<file path="src/rtl/core_pkg.sv">
// Shared types and constants for the femtoRV32 fetch sequencing logic.
package core_pkg;

   localparam int XLEN = 32;
   localparam logic [XLEN-1:0] PC_INC = 32'd4;

   typedef enum logic [1:0] {
      RUN  = 2'd0,
      HALT = 2'd1,
      TRAP = 2'd2
   } pcseq_state_t;

endpackage

</file>
<file path="src/rtl/pc_target_calc.sv">
// Redirect target for the EX instruction plus its word-alignment check.
// Purely combinational, no backpressure.
module pc_target_calc
   import core_pkg::*;
(
   input  logic            ex_is_jalr,
   input  logic [XLEN-1:0] ex_pc,
   input  logic [XLEN-1:0] ex_imm,
   input  logic [XLEN-1:0] ex_rs1,
   output logic [XLEN-1:0] target,
   output logic            misaligned
);

   logic [XLEN-1:0] base;
   logic [XLEN-1:0] sum;

   assign base = ex_is_jalr ? ex_rs1 : ex_pc;
   assign sum  = base + ex_imm;

   // JALR drops bit 0; for JAL/branches bit 0 is already zero by encoding.
   assign target     = ex_is_jalr ? {sum[XLEN-1:1], 1'b0} : sum;
   assign misaligned = target[1];

endmodule

</file>
<file path="src/rtl/pc_sequencer.sv">
// Fetch PC owner: sequential step, EX redirect (1-cycle, 2-cycle penalty), stall hold,
// halt and misaligned-target trap; stall freezes pc but never blocks a redirect.
module pc_sequencer
   import core_pkg::*;
#(
   parameter logic [XLEN-1:0] RESET_PC = 32'h0000_0000,
   parameter int              CNT_W    = 32
) (
   input  logic             clk,
   input  logic             rst,
   input  logic             stall,
   input  logic             ex_valid,
   input  logic             ex_should_jump,
   input  logic             ex_is_jalr,
   input  logic             ex_halt,
   input  logic [XLEN-1:0]  ex_pc,
   input  logic [XLEN-1:0]  ex_imm,
   input  logic [XLEN-1:0]  ex_rs1,
   input  logic             resume,
   output logic [XLEN-1:0]  pc,
   output logic             fetch_valid,
   output logic             flush,
   output logic             halted,
   output logic             trap,
   output logic [CNT_W-1:0] redirect_count
);

   pcseq_state_t     state_q, state_d;
   logic [XLEN-1:0]  pc_q, pc_d;
   logic [CNT_W-1:0] cnt_q, cnt_d;
   logic [XLEN-1:0]  target;
   logic             misaligned;
   logic             flush_c;

   pc_target_calc u_target (
      .ex_is_jalr (ex_is_jalr),
      .ex_pc      (ex_pc),
      .ex_imm     (ex_imm),
      .ex_rs1     (ex_rs1),
      .target     (target),
      .misaligned (misaligned)
   );

   always_comb begin
      state_d = state_q;
      pc_d    = pc_q;
      cnt_d   = cnt_q;
      flush_c = 1'b0;
      unique case (state_q)
         RUN: begin
            // Redirects win over stall: the stalled younger slots are squashed anyway.
            if (ex_valid && ex_halt) begin
               pc_d    = ex_pc + PC_INC;
               state_d = HALT;
               flush_c = 1'b1;
            end else if (ex_valid && ex_should_jump && misaligned) begin
               pc_d    = ex_pc;
               state_d = TRAP;
               flush_c = 1'b1;
            end else if (ex_valid && ex_should_jump) begin
               pc_d    = target;
               cnt_d   = cnt_q + CNT_W'(1);
               flush_c = 1'b1;
            end else if (!stall) begin
               pc_d = pc_q + PC_INC;
            end
         end
         HALT, TRAP: begin
            if (resume) begin
               state_d = RUN;
            end
         end
         default: begin
            state_d = RUN;
         end
      endcase
   end

   always_ff @(posedge clk) begin
      if (rst) begin
         state_q <= RUN;
         pc_q    <= RESET_PC;
         cnt_q   <= '0;
      end else begin
         state_q <= state_d;
         pc_q    <= pc_d;
         cnt_q   <= cnt_d;
      end
   end

   assign pc             = pc_q;
   assign flush          = flush_c && !rst;
   assign fetch_valid    = (state_q == RUN) && !stall && !rst;
   assign halted         = (state_q == HALT);
   assign trap           = (state_q == TRAP);
   assign redirect_count = cnt_q;

endmodule

</file>
<file path="config.mk">
export PLATFORM = sky130hd
export DESIGN_NAME = pc_sequencer
export DESIGN_NICKNAME = d
export VERILOG_FILES = /design/src/rtl/core_pkg.sv /design/src/rtl/pc_target_calc.sv /design/src/rtl/pc_sequencer.sv
export SDC_FILE = /design/constraint.sdc
export NUM_CORES = 1
export LEC_CHECK = 0
export BUFFER_PORTS_ARGS = -buffer_cell sky130_fd_sc_hd__buf_2
export CORE_ASPECT_RATIO = 0.6
export CORE_MARGIN = 2
export CORE_UTILIZATION = 23
export CTS_CLUSTER_SIZE = 16
export DETAILED_ROUTE_END_ITERATION = 8
export GPL_TIMING_DRIVEN = 0
export PLACE_DENSITY = 0.43
export SYNTH_ARGS = -nofsm -noshare
export SYNTH_HDL_FRONTEND = slang
export SYNTH_SLANG_ARGS = --single-unit
</file>
<file path="constraint.sdc">
create_clock -name clk -period 4.3 [get_ports clk]
set_clock_uncertainty 0.15 [all_clocks]
set_input_delay 0.215 -clock clk [delete_from_list [all_inputs] [get_ports clk]]
set_output_delay 0.215 -clock clk [all_outputs]
set_load 0.05 [all_outputs]
</file>
==> results.sh, run 1 <==
export IMPL_status="complete, no violations"
export IMPL_n_antenna_cell=0
export IMPL_grt_first_pass_wirelength_mm=44.5
export IMPL_synthAdderAreaFrac_pct=7.36
export IMPL_fp_coreArea_um2=27800
export IMPL_relSlewSlack_pct=17.6
export IMPL_clockRootBuffer="sky130_fd_sc_hd__clkbuf_16"
export IMPL_floorplan_io_pins=172
export IMPL_globalplace_congestion=0.886
export IMPL_synthToLayoutAreaGrowth_pct=24.8
export IMPL_pin_slew_with_the_least_headroom_to_its_limit_ps=1230
export IMPL_synth_area_per_cell_um2=7.46
export IMPL_post_drt_wl_per_cell_um=20.8
export IMPL_sum_of_routed_wire_length_over_all_layers_mm=29.7
export IMPL_post_synth_num_cell_types=68
export IMPL_synth_sequential_area_ratio_pct=20.1
export IMPL_synthXorXnorAreaFrac_pct=11.9
export IMPL_dieArea_um2=30000
export IMPL_fin_nets=1199
export IMPL_critPathRequiredTime_ps=4390
export IMPL_fmax_mhz=259
export IMPL_synth_area_um2=6570
export IMPL_peakVddDrop_mv=0.127
export IMPL_grtUsageTotal_pct=19.7
export IMPL_drt_vias_per_instance=5.28
export IMPL_fin_crit_sh_pct=89.6
export IMPL_synth_compound_area_share_pct=24.4
export IMPL_place_hpwl_mm=23.9
export IMPL_route_antenna_remaining_nets=0
export IMPL_drcViolationCount=0
export IMPL_muxShareOfSynthArea_pct=6.48
export IMPL_timing_hold_worst_class="primary input to register"
export IMPL_die_x_um=222
export IMPL_unrepaired_setup_endpoints_after_global_routing="false"
export IMPL_finalCoreUtilization_pct=29.5
export IMPL_share_of_final_layout_standard_cells_stronger_than_drive_strength_1_pct=22.1
export IMPL_dp_cells=1414
export IMPL_worst_setup_path_end_kind="register"
export IMPL_ys_dominant_reg_cell="sky130_fd_sc_hd__dfxtp_1"
export IMPL_finalHoldViolCount=0
export IMPL_layout_cell_area_excl_fill_um2=8190
export IMPL_fin_cells=1429
export IMPL_cp_max_fo=10
export IMPL_first_global_vias=7017
export IMPL_placed_cell_area_um2=7860
export IMPL_cts_hold_buf=0
export IMPL_placement_rows=47
export IMPL_ffs_w_async_s_r_synth_pct=0
export IMPL_layout_min_cycle_time_ps=3850
export IMPL_drtPass1Iterations=5
export IMPL_start_util_pct=23.6
export IMPL_cts_tree="yes"
export IMPL_p_leak_nw=3.42
export IMPL_die_height_um=135
export IMPL_worst_setup_hold_path_clk_slew_ps=60
export IMPL_ys_warnings_count=0
export IMPL_timing_critical_path_from_type="primary input"
export IMPL_clockBufferDepth=2
export IMPL_post_cts_setup_buffers=0
export IMPL_place_port_buffers=167
export IMPL_antenna_violations_before_repair=0
export IMPL_cts_made_buffers=9
export IMPL_worst_hold_slack_ps=19.9
export IMPL_final_max_tran_viols=0
export IMPL_cap_violations=0
export IMPL_fillers=3133
export IMPL_synth_cells=880
export IMPL_combinational_family_with_the_most_area_after_synthesis="simple AND/OR/NAND/NOR gates"
export IMPL_postSynthRegisterBits=66
export IMPL_cts_num_sinks=66
export IMPL_detailedRoute_firstIterationViolations=675
export IMPL_routed_via_count=7541
export IMPL_final_common_cell="sky130_fd_sc_hd__buf_2"
export IMPL_pre_cts_slack_ps=-1180
export IMPL_p_per_area_nw_per_um2=304
export IMPL_synth_net_count=1022
export IMPL_cts_max_level=3
export IMPL_setup_violations_final=0
export IMPL_criticalPathCategory="primary input to register"
export IMPL_number_of_enable_flip_flop_cells_after_synthesis=0
export IMPL_synth_simple_gate_area_share_pct=26.4
export IMPL_globalRoute_totalOverflow=0
export IMPL_postLayoutSetupSlackWorst_ps=446
export IMPL_clk_latency_ps=340
export IMPL_layout_common_cells="sky130_fd_sc_hd__buf_2, sky130_fd_sc_hd__nor2_1, sky130_fd_sc_hd__nand2_1, sky130_fd_sc_hd__a21oi_1, sky130_fd_sc_hd__dfxtp_1"
export IMPL_grt_max_degree=12
export IMPL_timing_critical_path_arrival_ps=3940
-- synthesized netlist by cell type (4+ instances only) --
master,count,area [µm²]
sky130_fd_sc_hd__a22oi_1,11,82.6
sky130_fd_sc_hd__nor3_1,23,115
sky130_fd_sc_hd__ha_1,37,463
sky130_fd_sc_hd__dfxtp_1,66,1320
sky130_fd_sc_hd__inv_1,20,75.1
sky130_fd_sc_hd__o31ai_1,4,30.0
sky130_fd_sc_hd__a211oi_1,16,120
sky130_fd_sc_hd__a311oi_1,4,35.0
sky130_fd_sc_hd__clkbuf_1,27,101
sky130_fd_sc_hd__and4_1,10,87.6
sky130_fd_sc_hd__xnor2_1,34,298
sky130_fd_sc_hd__a21oi_1,68,340
sky130_fd_sc_hd__xor2_1,55,482
sky130_fd_sc_hd__o21ai_0,59,295
sky130_fd_sc_hd__o221ai_1,6,52.6
sky130_fd_sc_hd__or3_1,9,56.3
sky130_fd_sc_hd__o22ai_1,9,56.3
sky130_fd_sc_hd__a31oi_1,7,43.8
sky130_fd_sc_hd__nor2_1,98,368
sky130_fd_sc_hd__nand2b_1,10,62.6
sky130_fd_sc_hd__o211ai_1,9,67.6
sky130_fd_sc_hd__and2_1,5,31.3
sky130_fd_sc_hd__a211o_1,4,35.0
sky130_fd_sc_hd__nand4_1,26,163
sky130_fd_sc_hd__nor2b_1,9,56.3
sky130_fd_sc_hd__nor4_1,5,31.3
sky130_fd_sc_hd__o21bai_1,4,30.0
sky130_fd_sc_hd__buf_1,5,18.8
sky130_fd_sc_hd__nand2_1,81,304
sky130_fd_sc_hd__nand3_1,33,165
sky130_fd_sc_hd__and3_1,15,93.8
sky130_fd_sc_hd__mux2i_1,11,110
sky130_fd_sc_hd__a21o_1,19,143
sky130_fd_sc_hd__mux2_2,28,315
-- kinds of logic (layout without fill, tap and decap cells) --
kind of cell    Yosys count  after routing
simple gates            342            342
compound gates          250            250
xor+xnor                 89             89
flops                    66             66
buf+inv                  56            238
mux                      39             39
fa+ha+maj                38             38
-- sequential cells by signal, indices dropped and copies added (netlist names) --
name / flops
pc: 32
redirect_count: 32
state_q: 2
-- worst max-delay path, cell delays in order --
cell and delay (ps):
sky130_fd_sc_hd__clkbuf_4 270, sky130_fd_sc_hd__clkbuf_4 290, sky130_fd_sc_hd__mux2_2 350, sky130_fd_sc_hd__ha_1 410, sky130_fd_sc_hd__a21oi_1 140, sky130_fd_sc_hd__o21ai_0 530, sky130_fd_sc_hd__a21oi_1 260, sky130_fd_sc_hd__o31ai_1 440
sky130_fd_sc_hd__a31oi_1 170, sky130_fd_sc_hd__xnor2_1 400, sky130_fd_sc_hd__o21ai_0 180, sky130_fd_sc_hd__a221oi_1 270
-- where the power goes --
part           internal [mW]  leakage, nW  switching (mW)
Sequential             0.651        0.538          0.0614
Combinational          0.341         2.74           0.697
Clock                  0.436        0.141           0.302
Total                   1.43         3.42            1.06
-- what timing repair did --
| item | CTS | global route |
|---|---|---|
| cloned | 0 | 0 |
| pin swaps | 0 | 1 |
| endpoints found under the setup margin | 40 | 13 |
| gates resized for setup | 5 | 8 |
-- area by class of cell --
type	count	area [µm²]	area share, %
repair buffers	167	836	10.2
well taps	367	459	5.60
plain buffers	35	154	1.88
clock inverters	4	25.0	0.305
multi-input cells	758	5060	61.7
inverters	20	75.1	0.916
flip-flops and latches	66	1320	16.1
clock buffers	12	267	3.25
-- metal layers --
metal / GRT usage (%) / wire length [µm]
met5: 0 / 0
met4: 3.57 / 272
met3: 4.59 / 2570
met2: 25.9 / 10900
met1: 31.6 / 15900
-- final timing paths --
| kind | startpoint | slack [ps] | depth (start not counted) | end |
|---|---|---|---|---|
| min | ex_pc[1] | 20 | 3 | pc[1]$_SDFFE_PP0P_ |
| min reg2reg | pc[1]$_SDFFE_PP0P_ | 320 | 2 | pc[1]$_SDFFE_PP0P_ |
| max reg2reg | state_q[0]$_SDFFE_PP0P_ | 810 | 10 | pc[19]$_SDFFE_PP0P_ |
| max | ex_is_jalr | 450 | 12 | pc[23]$_SDFFE_PP0P_ |
-- through the flow --
stage / TNS [ps] / total power, mW
2_1_floorplan: 0 / 1.38
3_3_place_gp: -33210 / 1.74
5_1_grt: 0 / 2.62
4_1_cts: 0 / 2.49
3_5_place_dp: -33580 / 1.74
6_report: 0 / 2.49
Power figures use the tool's default switching activity.
==> run 2, diff against run 1 <==
--- a/config.mk
+++ b/config.mk
@@ -6,13 +6,15 @@
 export NUM_CORES = 1
 export LEC_CHECK = 0
 export BUFFER_PORTS_ARGS = -buffer_cell sky130_fd_sc_hd__buf_2
+export CELL_PAD_IN_SITES_DETAIL_PLACEMENT = 0
+export CELL_PAD_IN_SITES_GLOBAL_PLACEMENT = 1
 export CORE_ASPECT_RATIO = 0.6
 export CORE_MARGIN = 2
 export CORE_UTILIZATION = 23
 export CTS_CLUSTER_SIZE = 16
 export DETAILED_ROUTE_END_ITERATION = 8
 export GPL_TIMING_DRIVEN = 0
-export PLACE_DENSITY = 0.43
+export PLACE_DENSITY = 0.55
 export SYNTH_ARGS = -nofsm -noshare
 export SYNTH_HDL_FRONTEND = slang
 export SYNTH_SLANG_ARGS = --single-unit
==> results.sh, run 2 (synthesis gave the netlist of run 1 again) <==
export IMPL_route_antenna_remaining_nets=0
export IMPL_fin_nets=1199
export IMPL_die_x_um=222
export IMPL_layout_common_cells="sky130_fd_sc_hd__buf_2, sky130_fd_sc_hd__nor2_1, sky130_fd_sc_hd__nand2_1, sky130_fd_sc_hd__a21oi_1, sky130_fd_sc_hd__dfxtp_1"
export IMPL_n_antenna_cell=0
export IMPL_detailedRoute_firstIterationViolations=635
export IMPL_final_max_tran_viols=0
export IMPL_final_common_cell="sky130_fd_sc_hd__buf_2"
export IMPL_fmax_mhz=255
export IMPL_worst_setup_hold_path_clk_slew_ps=60
export IMPL_synthToLayoutAreaGrowth_pct=24.4
export IMPL_antenna_violations_before_repair=0
export IMPL_drt_vias_per_instance=5.17
export IMPL_cts_max_level=3
export IMPL_drcViolationCount=0
export IMPL_grtUsageTotal_pct=19.6
export IMPL_grt_first_pass_wirelength_mm=44.1
export IMPL_finalHoldViolCount=0
export IMPL_peakVddDrop_mv=0.137
export IMPL_die_height_um=135
export IMPL_fin_setup_tns_ps=0
export IMPL_drtPass1Iterations=5
export IMPL_p_leak_nw=3.40
export IMPL_clockBufferDepth=2
export IMPL_place_hpwl_mm=24.2
export IMPL_p_per_area_nw_per_um2=300
export IMPL_relSlewSlack_pct=16.5
export IMPL_criticalPathCategory="primary input to register"
export IMPL_pin_slew_with_the_least_headroom_to_its_limit_ps=1250
export IMPL_clk_latency_ps=350
export IMPL_placement_rows=47
export IMPL_worst_setup_path_end_kind="register"
export IMPL_timing_critical_path_from_type="primary input"
export IMPL_worst_hold_slack_ps=11.8
export IMPL_floorplan_io_pins=172
export IMPL_routed_via_count=7394
export IMPL_post_drt_wl_per_cell_um=21.0
export IMPL_first_global_vias=6744
export IMPL_grt_max_degree=13
export IMPL_place_port_buffers=167
export IMPL_globalplace_congestion=0.886
export IMPL_clockRootBuffer="sky130_fd_sc_hd__clkbuf_16"
export IMPL_timing_hold_worst_class="primary input to register"
export IMPL_start_util_pct=23.6
export IMPL_cp_max_fo=10
export IMPL_cts_num_sinks=66
export IMPL_fin_total_pwr_mw=2.45
export IMPL_globalRoute_totalOverflow=0
export IMPL_critPathRequiredTime_ps=4370
export IMPL_fp_coreArea_um2=27800
export IMPL_cts_made_buffers=9
export IMPL_cap_violations=0
export IMPL_sum_of_routed_wire_length_over_all_layers_mm=30.0
export IMPL_status="complete, no violations"
export IMPL_setup_violations_final=0
export IMPL_post_cts_setup_buffers=0
export IMPL_dieArea_um2=30000
export IMPL_fin_cells=1429
export IMPL_fin_crit_sh_pct=91.0
export IMPL_cts_hold_buf=0
export IMPL_finalCoreUtilization_pct=29.4
export IMPL_dp_cells=1414
export IMPL_cts_tree="yes"
export IMPL_timing_critical_path_arrival_ps=3980
export IMPL_unrepaired_setup_endpoints_after_global_routing="false"
export IMPL_layout_min_cycle_time_ps=3910
export IMPL_share_of_final_layout_standard_cells_stronger_than_drive_strength_1_pct=22.1
run 2: changes by cell type in the layout (fill, tap and decap cells not counted):
cell,delta
sky130_fd_sc_hd__clkbuf_4,-1
sky130_fd_sc_hd__clkbuf_8,-3
sky130_fd_sc_hd__clkinv_2,+1
sky130_fd_sc_hd__clkinvlp_4,+1
sky130_fd_sc_hd__clkinv_4,+1
sky130_fd_sc_hd__nor3_1,+1
sky130_fd_sc_hd__mux2i_1,-1
sky130_fd_sc_hd__nor3_2,-1
sky130_fd_sc_hd__mux2i_2,+1
sky130_fd_sc_hd__buf_4,+1
run 2: final cells by class:
cell class | instances | area, µm²
buffer | 35 | 154
clock buffer | 9 | 225
clock inverter | 7 | 46.3
fill | 3128 | 19600
inverter | 20 | 75.1
multi-input combinational | 758 | 5050
sequential | 66 | 1320
tap | 367 | 459
timing repair buffer | 167 | 836
run 2: where the power goes:
part           total [mW]  switching (mW)  internal (mW)
Sequential          0.715          0.0643          0.651
Clock               0.701           0.313          0.388
Combinational        1.04           0.697          0.342
run 2: critical path: stages:
cell	delay (ps)
sky130_fd_sc_hd__clkbuf_4	270
sky130_fd_sc_hd__clkbuf_4	300
sky130_fd_sc_hd__mux2_2	360
sky130_fd_sc_hd__ha_1	360
sky130_fd_sc_hd__a211o_1	320
sky130_fd_sc_hd__a221o_1	300
sky130_fd_sc_hd__a41o_1	240
sky130_fd_sc_hd__nor3_1	560
sky130_fd_sc_hd__nor2_1	290
sky130_fd_sc_hd__nor4b_1	220
sky130_fd_sc_hd__nor3_1	350
sky130_fd_sc_hd__o221ai_1	180
run 2: final timing paths:
kind	startpoint	endpoint	slack, ps	depth (start not counted)
max	ex_is_jalr	pc[22]$_SDFFE_PP0P_	390	12
min reg2reg	pc[1]$_SDFFE_PP0P_	pc[1]$_SDFFE_PP0P_	340	2
min	ex_pc[1]	pc[1]$_SDFFE_PP0P_	10	3
max reg2reg	state_q[0]$_SDFFE_PP0P_	pc[19]$_SDFFE_PP0P_	880	10
run 2: metrics by stage:
stage                     setup WS, ps  instance area [µm²]
after CTS                         88.1                 8150
after global routing              76.7                 8170
after floorplan                    694                 6570
final                              386                 8170
after global placement           -1120                 7860
after detailed placement         -1150                 7860
run 2: routing by layer:
layer,global-route usage (%),up-vias,wire length [µm]
met4,2.48,0,154
li1,-,3613,-
met2,25.8,266,11000
met1,32.2,3504,16600
met5,0,-,0
met3,3.74,11,2180
run 2: repair_timing:
action                     4_1_cts  5_1_grt
gates resized for setup          5       10
setup endpoints to repair       35       10
pin swaps                        0        1
